<file path="config.mk">
export PLATFORM = sky130hd
export DESIGN_NAME = udp_rx_word_packer
export DESIGN_NICKNAME = d
export VERILOG_FILES = /design/src/rtl/eth_udp_pkg.sv /design/src/rtl/udp_rx_word_packer.sv
export SDC_FILE = /design/constraint.sdc
export NUM_CORES = 1
export LEC_CHECK = 0
export CORE_ASPECT_RATIO = 1.75
export CORE_MARGIN = 4
export CORE_UTILIZATION = 52
export CTS_CLUSTER_DIAMETER = 100
export CTS_CLUSTER_SIZE = 14
export DETAILED_ROUTE_END_ITERATION = 6
export PLACE_DENSITY = 0.77
export SLEW_MARGIN = 20
export SYNTH_ARGS = -nofsm -noshare
export SYNTH_HDL_FRONTEND = slang
export SYNTH_SLANG_ARGS = --single-unit
export TNS_END_PERCENT = 10
</file>
<file path="constraint.sdc">
create_clock -name i_gmii_rx_clk -period 5.3 [get_ports i_gmii_rx_clk]
set_input_delay 1.06 -clock i_gmii_rx_clk [delete_from_list [all_inputs] [get_ports i_gmii_rx_clk]]
set_output_delay 1.06 -clock i_gmii_rx_clk [all_outputs]
set_load 0.05 [all_outputs]
</file>
<file path="src/rtl/eth_udp_pkg.sv">
// rtl/eth_udp_pkg.sv - shared UDP receive-path constants, FSM encoding and helpers
package eth_udp_pkg;

  localparam logic [2:0] ST_IDLE  = 3'd0;
  localparam logic [2:0] ST_RECV  = 3'd1;
  localparam logic [2:0] ST_FLUSH = 3'd2;
  localparam logic [2:0] ST_DONE  = 3'd3;
  localparam logic [2:0] ST_WAIT  = 3'd4;

  typedef enum logic [2:0] {
    S_IDLE  = ST_IDLE,
    S_RECV  = ST_RECV,
    S_FLUSH = ST_FLUSH,
    S_DONE  = ST_DONE,
    S_WAIT  = ST_WAIT
  } rx_state_e;

  localparam logic [15:0] UDP_MAX_PAYLOAD = 16'd1472;
  localparam logic [15:0] UDP_HDR_LEN     = 16'd8;
  localparam int          WORD_BYTES      = 4;

  // Lanes are filled from [31:24] downward, so n bytes occupy the top n keep bits.
  function automatic logic [3:0] keep_from_cnt(input logic [1:0] n);
    case (n)
      2'd1:    keep_from_cnt = 4'b1000;
      2'd2:    keep_from_cnt = 4'b1100;
      2'd3:    keep_from_cnt = 4'b1110;
      default: keep_from_cnt = 4'b1111;
    endcase
  endfunction

endpackage

</file>
<file path="src/rtl/udp_rx_word_packer.sv">
// rtl/udp_rx_word_packer.sv - packs UDP payload bytes into big-endian 32-bit FIFO words
module udp_rx_word_packer
  import eth_udp_pkg::*;
#(
  parameter logic [15:0] MAX_LEN     = UDP_MAX_PAYLOAD,
  parameter int          FRAME_CNT_W = 16
) (
  input  logic                   i_gmii_rx_clk,
  input  logic                   i_sys_rstn,
  input  logic                   i_rec_dvalid,
  input  logic [7:0]             i_rec_data,
  input  logic [15:0]            i_rec_data_num,
  input  logic                   i_udp_rec_done,
  input  logic                   i_wfifo_full,
  output logic                   o_wfifo_wr_en,
  output logic [31:0]            o_wfifo_wr_data,
  output logic [3:0]             o_wfifo_wr_keep,
  output logic                   o_frame_done,
  output logic [15:0]            o_frame_len,
  output logic                   o_frame_err,
  output logic [FRAME_CNT_W-1:0] o_frame_cnt
);

  localparam logic [FRAME_CNT_W-1:0] CNT_ONE = 1;

  rx_state_e              state_q, state_d;
  logic                   done_d_q;
  logic [15:0]            exp_len_q, exp_len_d;
  logic [15:0]            byte_cnt_q, byte_cnt_d;
  logic [31:0]            lanes_q, lanes_d;
  logic                   ovf_q, ovf_d;
  logic                   ovr_q, ovr_d;
  logic                   pend_q, pend_d;
  logic [31:0]            wr_data_q, wr_data_d;
  logic [3:0]             keep_q, keep_d;
  logic                   frame_done_q, frame_done_d;
  logic [15:0]            frame_len_q, frame_len_d;
  logic                   frame_err_q, frame_err_d;
  logic [FRAME_CNT_W-1:0] frame_cnt_q, frame_cnt_d;

  logic                   done_rise;
  logic [31:0]            next_word;
  logic                   go_done;
  logic                   done_err;

  assign done_rise = i_udp_rec_done & ~done_d_q;

  always_comb begin
    next_word = lanes_q;
    next_word[{~byte_cnt_q[1:0], 3'b000} +: 8] = i_rec_data;
  end

  always_comb begin
    state_d      = state_q;
    exp_len_d    = exp_len_q;
    byte_cnt_d   = byte_cnt_q;
    lanes_d      = lanes_q;
    ovf_d        = ovf_q | (pend_q & i_wfifo_full);
    ovr_d        = ovr_q;
    pend_d       = 1'b0;
    wr_data_d    = wr_data_q;
    keep_d       = keep_q;
    frame_done_d = 1'b0;
    frame_len_d  = frame_len_q;
    frame_err_d  = frame_err_q;
    frame_cnt_d  = frame_cnt_q;
    go_done      = 1'b0;
    done_err     = 1'b0;

    case (state_q)
      S_IDLE: begin
        if (i_rec_dvalid && !i_udp_rec_done) begin
          exp_len_d  = i_rec_data_num;
          lanes_d    = {i_rec_data, 24'h0};
          byte_cnt_d = 16'd1;
          state_d    = S_RECV;
        end else if (done_rise) begin
          byte_cnt_d = 16'd0;
          go_done    = 1'b1;
          done_err   = (i_rec_data_num != 16'd0);
        end
      end

      S_RECV: begin
        if (i_rec_dvalid) begin
          if (byte_cnt_q >= MAX_LEN) begin
            ovr_d = 1'b1;
          end else begin
            if (byte_cnt_q != 16'hFFFF) byte_cnt_d = byte_cnt_q + 16'd1;
            if (byte_cnt_q[1:0] == 2'b11) begin
              pend_d    = 1'b1;
              wr_data_d = next_word;
              keep_d    = 4'b1111;
              lanes_d   = 32'h0;
            end else begin
              lanes_d = next_word;
            end
          end
        end
        // A word completed by the last byte also takes the FLUSH slot so a
        // full FIFO in its write cycle is still reflected in the summary.
        if (done_rise) begin
          if (byte_cnt_d[1:0] != 2'b00) begin
            pend_d    = 1'b1;
            wr_data_d = lanes_d;
            keep_d    = keep_from_cnt(byte_cnt_d[1:0]);
            lanes_d   = 32'h0;
          end
          if (pend_d) begin
            state_d = S_FLUSH;
          end else begin
            go_done  = 1'b1;
            done_err = ovf_d | ovr_d | (byte_cnt_d != exp_len_q);
          end
        end
      end

      S_FLUSH: begin
        go_done  = 1'b1;
        done_err = ovf_d | ovr_q | (byte_cnt_q != exp_len_q);
      end

      S_DONE: begin
        byte_cnt_d = 16'd0;
        lanes_d    = 32'h0;
        ovf_d      = 1'b0;
        ovr_d      = 1'b0;
        state_d    = S_WAIT;
      end

      S_WAIT: begin
        if (!i_udp_rec_done) state_d = S_IDLE;
      end

      default: state_d = S_IDLE;
    endcase

    if (go_done) begin
      frame_done_d = 1'b1;
      frame_len_d  = byte_cnt_d;
      frame_err_d  = done_err;
      if (!done_err) frame_cnt_d = frame_cnt_q + CNT_ONE;
      state_d      = S_DONE;
    end
  end

  always_ff @(posedge i_gmii_rx_clk or negedge i_sys_rstn) begin
    if (!i_sys_rstn) begin
      state_q      <= S_IDLE;
      done_d_q     <= 1'b0;
      exp_len_q    <= 16'd0;
      byte_cnt_q   <= 16'd0;
      lanes_q      <= 32'h0;
      ovf_q        <= 1'b0;
      ovr_q        <= 1'b0;
      pend_q       <= 1'b0;
      wr_data_q    <= 32'h0;
      keep_q       <= 4'h0;
      frame_done_q <= 1'b0;
      frame_len_q  <= 16'd0;
      frame_err_q  <= 1'b0;
      frame_cnt_q  <= '0;
    end else begin
      state_q      <= state_d;
      done_d_q     <= i_udp_rec_done;
      exp_len_q    <= exp_len_d;
      byte_cnt_q   <= byte_cnt_d;
      lanes_q      <= lanes_d;
      ovf_q        <= ovf_d;
      ovr_q        <= ovr_d;
      pend_q       <= pend_d;
      wr_data_q    <= wr_data_d;
      keep_q       <= keep_d;
      frame_done_q <= frame_done_d;
      frame_len_q  <= frame_len_d;
      frame_err_q  <= frame_err_d;
      frame_cnt_q  <= frame_cnt_d;
    end
  end

  // Write strobe is gated by the FIFO level in the write cycle itself.
  assign o_wfifo_wr_en   = pend_q & ~i_wfifo_full;
  assign o_wfifo_wr_data = wr_data_q;
  assign o_wfifo_wr_keep = keep_q;
  assign o_frame_done    = frame_done_q;
  assign o_frame_len     = frame_len_q;
  assign o_frame_err     = frame_err_q;
  assign o_frame_cnt     = frame_cnt_q;

endmodule

</file>
==> results of run 1 <==
## cell families after synthesis
| family | count (synthesis) | synth area share [%] |
|---|---|---|
| mux | 10 | 1.60 |
| xor+xnor | 38 | 4.83 |
| buf+inv | 51 | 2.90 |
| flops | 141 | 51.2 |
| compound gates | 196 | 17.9 |
| fa+ha+maj | 9 | 1.63 |
| simple gates | 304 | 19.9 |
## layer usage
layer | GRT usage [%] | share of wire [%]
met5 | 0 | 0
met4 | 13.7 | 4.0
met3 | 4.40 | 5.5
met2 | 43.7 | 53
met1 | 29.5 | 38
## worst max-delay path, stage by stage
cell and delay [ps]:
clkdlybuf4s50_1 630, nand2b_1 170, a211oi_2 310, nor2_1 70, a21oi_1 270, ha_1 290
a31oi_1 110, a211o_1 480, nor3_1 380, a31oi_4 170, nor4b_1 470, xor2_1 170
## area by class of cell
| type | count | area, sq um | share of cell area, % |
|---|---|---|---|
| flip-flops and latches | 141 | 3530 | 40.8 |
| clock buffers | 18 | 439 | 5.08 |
| repair buffers | 105 | 1040 | 12.0 |
| multi-input cells | 557 | 3180 | 36.8 |
| clock inverters | 14 | 183 | 2.11 |
| inverters | 16 | 60.1 | 0.695 |
| well taps | 171 | 214 | 2.48 |
## sequential cells by signal, indices dropped and copies added (netlist names)
name and cells:
o_frame_len 16, o_wfifo_wr_keep 4, pend_q 1, exp_len_q 16, lanes_q 32, ovr_q 1, o_frame_cnt 16, byte_cnt_q 16
o_wfifo_wr_data 32, state_q 3, ovf_q 1, o_frame_err 1, o_frame_done 1, done_d_q 1
## worst min-delay path by stage
stage	start	end	slack, ps
floorplan	lanes_q[16]	lanes_q[16]	460
global placement	o_wfifo_wr_keep[3]	o_wfifo_wr_keep[3]	450
detailed placement	o_wfifo_wr_keep[3]	o_wfifo_wr_keep[3]	460
CTS	o_frame_cnt[15]	o_frame_cnt[15]	480
global route	o_frame_cnt[15]	o_frame_cnt[15]	490
finish	o_wfifo_wr_keep[3]	o_wfifo_wr_keep[3]	470
## power by group
| group | switching [mW] | internal (mW) | total [mW] |
|---|---|---|---|
| combinational | 1.50 | 0.726 | 2.22 |
| clock | 0.487 | 0.764 | 1.25 |
| sequential | 0.239 | 1.35 | 1.58 |
| total | 2.22 | 2.84 | 5.06 |
## metrics by stage
step | total power [mW] | instance area, sq um | worst slack (ps) | util, % | hold slack [ps]
floorplan | 3.11 | 6890 | 1570 | - | 461
global placement | 3.75 | 8010 | 874 | 61.9 | 454
detailed placement | 3.82 | 8010 | 657 | 61.9 | 460
CTS | 5.07 | 8640 | 1080 | 66.8 | 476
global route | 5.36 | 8640 | 688 | 66.8 | 489
finish | 5.06 | 8640 | 1050 | 66.8 | 470
## layout by cell type (no fill, tap or decap), types with 3 or more instances in the layout
cell type and instances:
a22o_1 9, dfrtp_1 141, o31ai_1 4, clkbuf_16 17, mux2_2 7, o21ai_0 84
o22ai_1 3, nor2_1 74, xor2_1 19, ha_1 9, a32oi_1 3, nand2_1 142
o21a_1 7, a22oi_1 16, nor2b_1 10, xnor2_1 19, nor4_1 9, inv_1 15
nand2b_1 7, and2_1 5, bufinv_16 3, nor3_1 10, a31o_2 3, inv_6 5
nand4_1 4, buf_4 6, clkdlybuf4s50_1 98, and3_1 11, nand3_1 12, a31oi_1 10
a21oi_1 37
==> reports/qor.csv, run 1 <==
stage;metric;value;unit
outcome;outcome;finished clean;
sta;aggregate negative setup slack;0;ps
global_routing;antenna violations before repair;0;
sta;Final Setup Violations;0;
placement;# placed instances;990;
floorplanning;Chip Height;160;um
floorplanning;horizontal die dimension;95.0;um
floorplanning;die footprint;15200;sq um
sta;number of failing hold endpoints at the final stage;0;
cts;maximum clock insertion buffer count;2;
setup_path;setup slack of the most critical reg-to-reg path;1450;ps
pwr;power per unit of standard cell area;586;nW/um^2
setup_path;worst setup path endpoint;o_frame_cnt[9];
sta;count of pins over their slew limit;0;
synth;leading cell type by number of instances after synthesis;nand2_1;
setup_path;CP required;5640;ps
floorplanning;effective utilization at floorplan;53.3;%
sta;part of the cycle the worst path needs;80.1;%
layout;final-layout fill cell count;1078;
floorplanning;Rows;55;
drt;number of vias in the routed layout;6011;
layout;share of cells above drive strength 1;7.29;%
cts;clock buffers created by TritonCTS;17;
placement;total half-perimeter wirelength after legalization and detailed placement;13200;um
cts;Post-CTS Setup Inserts;0;
cts;Post-CTS Hold Fix Bufs;0;
global_routing;maximum number of pins on one net before global-route repair;103;
global_routing;number of global-route vias before repair;6220;
drt;Routed Antenna Nets;0;
synth;post-synthesis net count;787;
cts;Clock Root Buffer;clkbuf_16;
layout;number of standard cells in the layout, taps in and fillers out;1022;
synth;Synth Area per Inst;9.20;sq um
cts;count of cells resized by post-cts repair;0;
setup_path;maximum fanout count along the critical path;17;
global_routing;overall overflow remaining after global route;0;
synth;cell types occupying the most area after synthesis;dfrtp_1 51%, nand2_1 7.8%, o21ai_0 6.1%, nor2_1 4.1%, a21oi_1 2.7%;
setup_path;number of cells traversed by the worst register-to-register path;11;
floorplanning;I/O pin cnt;100;
min_path;Worst Hold Path Cells;1;
synth;count of mapped cells out of synthesis;749;
drt;residual DRC count;0;
drt;total wire length;18300;um
cts;TritonCTS clock tree;built;
synth;count of flip-flops with a built-in enable after synthesis;0;
setup_path;arrival time reported for the critical path endpoint;4590;ps
flow_run;Max-Cap Viols;0;
sta;unrepaired setup endpoints after global routing;false;
sta;Tmin final;4250;ps
drt;starting DRC count in detailed routing;359;
layout;Total Nets Final;876;
layout;antenna diode count;0;
pwr;worst ir drop on vdd;0.342;mV
min_path;type of the tightest min-delay check;reg2reg;
setup_path;worst reg2reg endpoint;o_frame_cnt[9];
global_routing;wire length of the first global-routing pass;30700;um
setup_path;Critical Path Start Type;primary input;
setup_path;reg-to-reg startpoint;byte_cnt_q[14];
cts;latest clock arrival within the worst-skew pair;420;ps
setup_path;critical path endpoint category;register;
synth;sequential-to-total area share from yosys stat;51.2;%
synth;Yosys warnings;0;
synth;post-synthesis cell type with the largest combined area;dfrtp_1;
synth;post-synth cell types;59;
drt;DR vias/cell;5.88;
layout;growth of design area from synthesis to finish;25.3;%
placement;count of buffers inserted at the top-level ports;99;
synth;post-synthesis async set-or-reset flop share;100;%
synth;fraction of synthesized cell area taken by the top area cell type;51.2;%
global_routing;global routing usage summed across all routing layers;25.4;%
drt;detailed-routing iteration count for the pre-antenna-repair pass;5;
sta;Max Clock Skew;6.21;ps
floorplanning;core footprint;12900;sq um
cts;CTS Sinks;141;
sta;transition at the pin with the smallest max-transition slack;982;ps
synth;post-synth design cell area;6890;sq um
cts;clock-pin slew on the worst setup and hold paths;60;ps
synth;most used flip-flop cell after synthesis;dfrtp_1;
placement;RD Place Congestion;0.893;
drt;Wirelength per Cell;17.9;um
synth;most frequent cells after synthesis;143 x nand2_1, 141 x dfrtp_1, 84 x o21ai_0;
sta;slew margin rel.;34.0;%
setup_path;source of the critical timing path;i_rec_dvalid;
synth;FF+latch count, synth;141;
pwr;leak pwr;3.77;nW
sta;maximum operating frequency;235;MHz
cts;number of levels the H-tree was split into;4;
setup_path;Worst Setup Path Type;in2reg;
Power figures use the tool's default switching activity.
==> run 2, diff against run 1 <==
--- a/config.mk
+++ b/config.mk
@@ -7,11 +7,11 @@
 export LEC_CHECK = 0
 export CORE_ASPECT_RATIO = 1.75
 export CORE_MARGIN = 4
-export CORE_UTILIZATION = 52
+export CORE_UTILIZATION = 49
 export CTS_CLUSTER_DIAMETER = 100
 export CTS_CLUSTER_SIZE = 14
 export DETAILED_ROUTE_END_ITERATION = 6
-export PLACE_DENSITY = 0.77
+export PLACE_DENSITY = 0.76
 export SLEW_MARGIN = 20
 export SYNTH_ARGS = -nofsm -noshare
 export SYNTH_HDL_FRONTEND = slang
==> constraint.sdc (replaced) <==
create_clock -name i_gmii_rx_clk -period 3.65 [get_ports i_gmii_rx_clk]
set_input_delay 0.73 -clock i_gmii_rx_clk [delete_from_list [all_inputs] [get_ports i_gmii_rx_clk]]
set_output_delay 0.73 -clock i_gmii_rx_clk [all_outputs]
set_load 0.05 [all_outputs]
==> run 2 against run 1 <==
  * Total power increased by 52%
  * Worst hold slack lost 180 ps
  * Clock skew is 5.4 ps higher
  * Largest power group unchanged
==> reports/qor.csv, run 2 (synthesis gave the netlist of run 1 again) <==
stage;metric;value;unit;change
outcome;outcome;finished clean;;
pwr;switching part of the total power;42.9;%;-1.0 points
layout;growth of design area from synthesis to finish;29.6;%;
setup_path;master of the slowest instance on the critical path;or4_4;;
floorplanning;Chip Height;165;um;+2.9%
setup_path;arrival time reported for the critical path endpoint;3820;ps;-770 ps
setup_path;highest cell delay on the worst timing path;590;ps;-40 ps
global_routing;antenna violations before repair;0;;unchanged
global_routing;overall overflow remaining after global route;0;;unchanged
drt;starting DRC count in detailed routing;452;;+26%
floorplanning;I/O pin cnt;100;;unchanged
pwr;total internal power;4.39;mW;+55%
floorplanning;die footprint;16100;sq um;+5.7%
drt;Wirelength per Cell;17.9;um;+0.25%
cts;Post-CTS Setup Inserts;0;;unchanged
sta;number of failing hold endpoints at the final stage;0;;unchanged
layout;Total Nets Final;902;;+3.0%
drt;DR vias/cell;5.87;;-0.16%
sta;part of the cycle the worst path needs;95.5;%;
drt;residual DRC count;0;;unchanged
drt;Routed Antenna Nets;0;;unchanged
floorplanning;horizontal die dimension;97.7;um;+2.8%
sta;transition at the pin with the smallest max-transition slack;1090;ps;+104 ps
placement;RD Place Congestion;0.924;;+3.4%
min_path;type of the tightest min-delay check;in2async;;
sta;Tmin final;3490;ps;
flow_run;Max-Cap Viols;0;;unchanged
floorplanning;core footprint;13800;sq um;+6.9%
sta;count of pins over their slew limit;0;;unchanged
global_routing;maximum number of pins on one net before global-route repair;77;;-25%
drt;detailed-routing iteration count for the pre-antenna-repair pass;5;;unchanged
sta;slew margin rel.;27.3;%;-6.7 points
setup_path;maximum fanout count along the critical path;17;;unchanged
placement;total half-perimeter wirelength after legalization and detailed placement;13600;um;+3.0%
pwr;sequential cell fraction of total power;29.9;%;-1.4 points
global_routing;wire length of the first global-routing pass;31000;um;+1.2%
floorplanning;effective utilization at floorplan;49.8;%;-3.5 points
layout;share of cells above drive strength 1;10.3;%;+3.0 points
pwr;leak pwr;3.94;nW;+4.3%
placement;count of buffers inserted at the top-level ports;99;;unchanged
cts;clock-pin slew on the worst setup and hold paths;60;ps;about the same
pwr;combinational fraction of design power;44.5;%;+0.5 points
sta;Final Setup Violations;0;;unchanged
sta;maximum operating frequency;287;MHz;
sta;post-route worst setup slack;163;ps;-891 ps
drt;number of vias in the routed layout;6189;;+3.0%
global_routing;global routing usage summed across all routing layers;24.0;%;-1.5 points
cts;clock buffers created by TritonCTS;17;;unchanged
floorplanning;Rows;57;;+3.6%
layout;most common cell after layout, fill and taps aside;nand2_1;;
setup_path;ordered list of cells on the worst path;or4_4, a211oi_2, nor2_1, a21oi_1, ha_1, a31oi_1, a211o_1, nor3_1, a31oi_4, nor4_2, xor2_1;;
pwr;worst ir drop on vdd;0.437;mV;+28%
setup_path;CP required;3980;ps;-1660 ps
cts;maximum clock insertion buffer count;2;;unchanged
cts;number of levels the H-tree was split into;4;;unchanged
layout;commonest cells after routing, fill and taps aside;143 x nand2_1, 141 x dfrtp_1, 98 x clkdlybuf4s50_1, 84 x o21ai_0, 75 x nor2_1;;
pwr;overall power of the completed layout;7.69;mW;+52%
drt;total wire length;18900;um;+3.4%
layout;antenna diode count;0;;unchanged
cts;CTS Sinks;141;;unchanged
pwr;proportion of power drawn by the clock network;25.5;%;+0.8 points
pwr;switching pwr;3.30;mW;+48%
cts;TritonCTS clock tree;built;;
global_routing;number of global-route vias before repair;6241;;+0.34%
setup_path;Critical Path Start Type;register;;
cts;Clock Root Buffer;clkbuf_16;;
setup_path;Worst Setup Path Type;reg2reg;;
cts;latest clock arrival within the worst-skew pair;420;ps;about the same
layout;final core area utilization;64.6;%;-2.2 points
setup_path;critical path endpoint category;register;;
pwr;power per unit of standard cell area;860;nW/um^2;+47%
placement;worst slack at placement;-231;ps;-888 ps
sta;Max Clock Skew;11.6;ps;+5.38 ps
-- run 2: path summary, 6_finish.rpt --
kind | start | end | slack [ps] | cells after the start
worst max-delay path | byte_cnt_q[14] | o_frame_cnt[14] | 160 | 11
worst min-delay path | i_sys_rstn | o_frame_cnt[7] | 290 | 1
worst max register to register | byte_cnt_q[14] | o_frame_cnt[14] | 160 | 11
worst min register to register | o_frame_cnt[15] | o_frame_cnt[15] | 470 | 1
max in group asynchronous | i_sys_rstn | lanes_q[22] | 2540 | 2
min in group i_gmii_rx_clk | o_frame_cnt[15] | o_frame_cnt[15] | 470 | 1
-- run 2: repair_timing --
action | 4_1_cts | 5_1_grt
gates resized for setup | 0 | 5
hold buffers | 0 | 0
setup endpoints to repair | 0 | 4
-- run 2: per-stage QoR --
stage	hold slack (ps)	area, sq um	instances	TNS, ps
6_report	288	8930	1054	0
5_1_grt	341	8930	1054	-9.30
4_1_cts	311	8900	1054	0
2_1_floorplan	434	6890	749	0
3_5_place_dp	457	8230	1022	-754
3_3_place_gp	450	8230	1022	0
-- run 2: final cells by class --
class | count | area (sq um)
Sequential cell | 141 | 3530
Clock inverter | 14 | 233
Clock buffer | 18 | 439
Tap cell | 177 | 221
Multi-Input combinational cell | 557 | 3210
Inverter | 16 | 60.1
Fill cell | 1139 | 4900
Timing Repair Buffer | 131 | 1240
-- run 2: critical path: cells and delay by family (launching register included) --
family                     cells  cell delay (ps)
and+or+nand+nor                4             1390
AOI/OAI and AO/OA              5             1170
DFF                            1              410
adders and majority gates      1              220
xor gates and xnor gates       1              200
-- run 2: layer usage --
layer | routed length (um) | global-route usage [%] | up-vias
li1 | - | - | 2831
met1 | 7060 | 27.3 | 3004
met2 | 9860 | 42.2 | 275
met3 | 979 | 4.14 | 79
met4 | 975 | 13.8 | 0
met5 | 0 | 0 | -
-- run 2: power groups by stage --
| stage | clock [mW] | sequential (mW) | combinational [mW] |
|---|---|---|---|
| after global placement | 0 | 2.30 | 3.29 |
| after detailed placement | 0 | 2.32 | 3.38 |
| final | 1.96 | 2.30 | 3.42 |
| after floorplan | 0 | 2.92 | 1.60 |
| after global routing | 2.06 | 2.35 | 3.69 |
| after CTS | 1.99 | 2.30 | 3.41 |
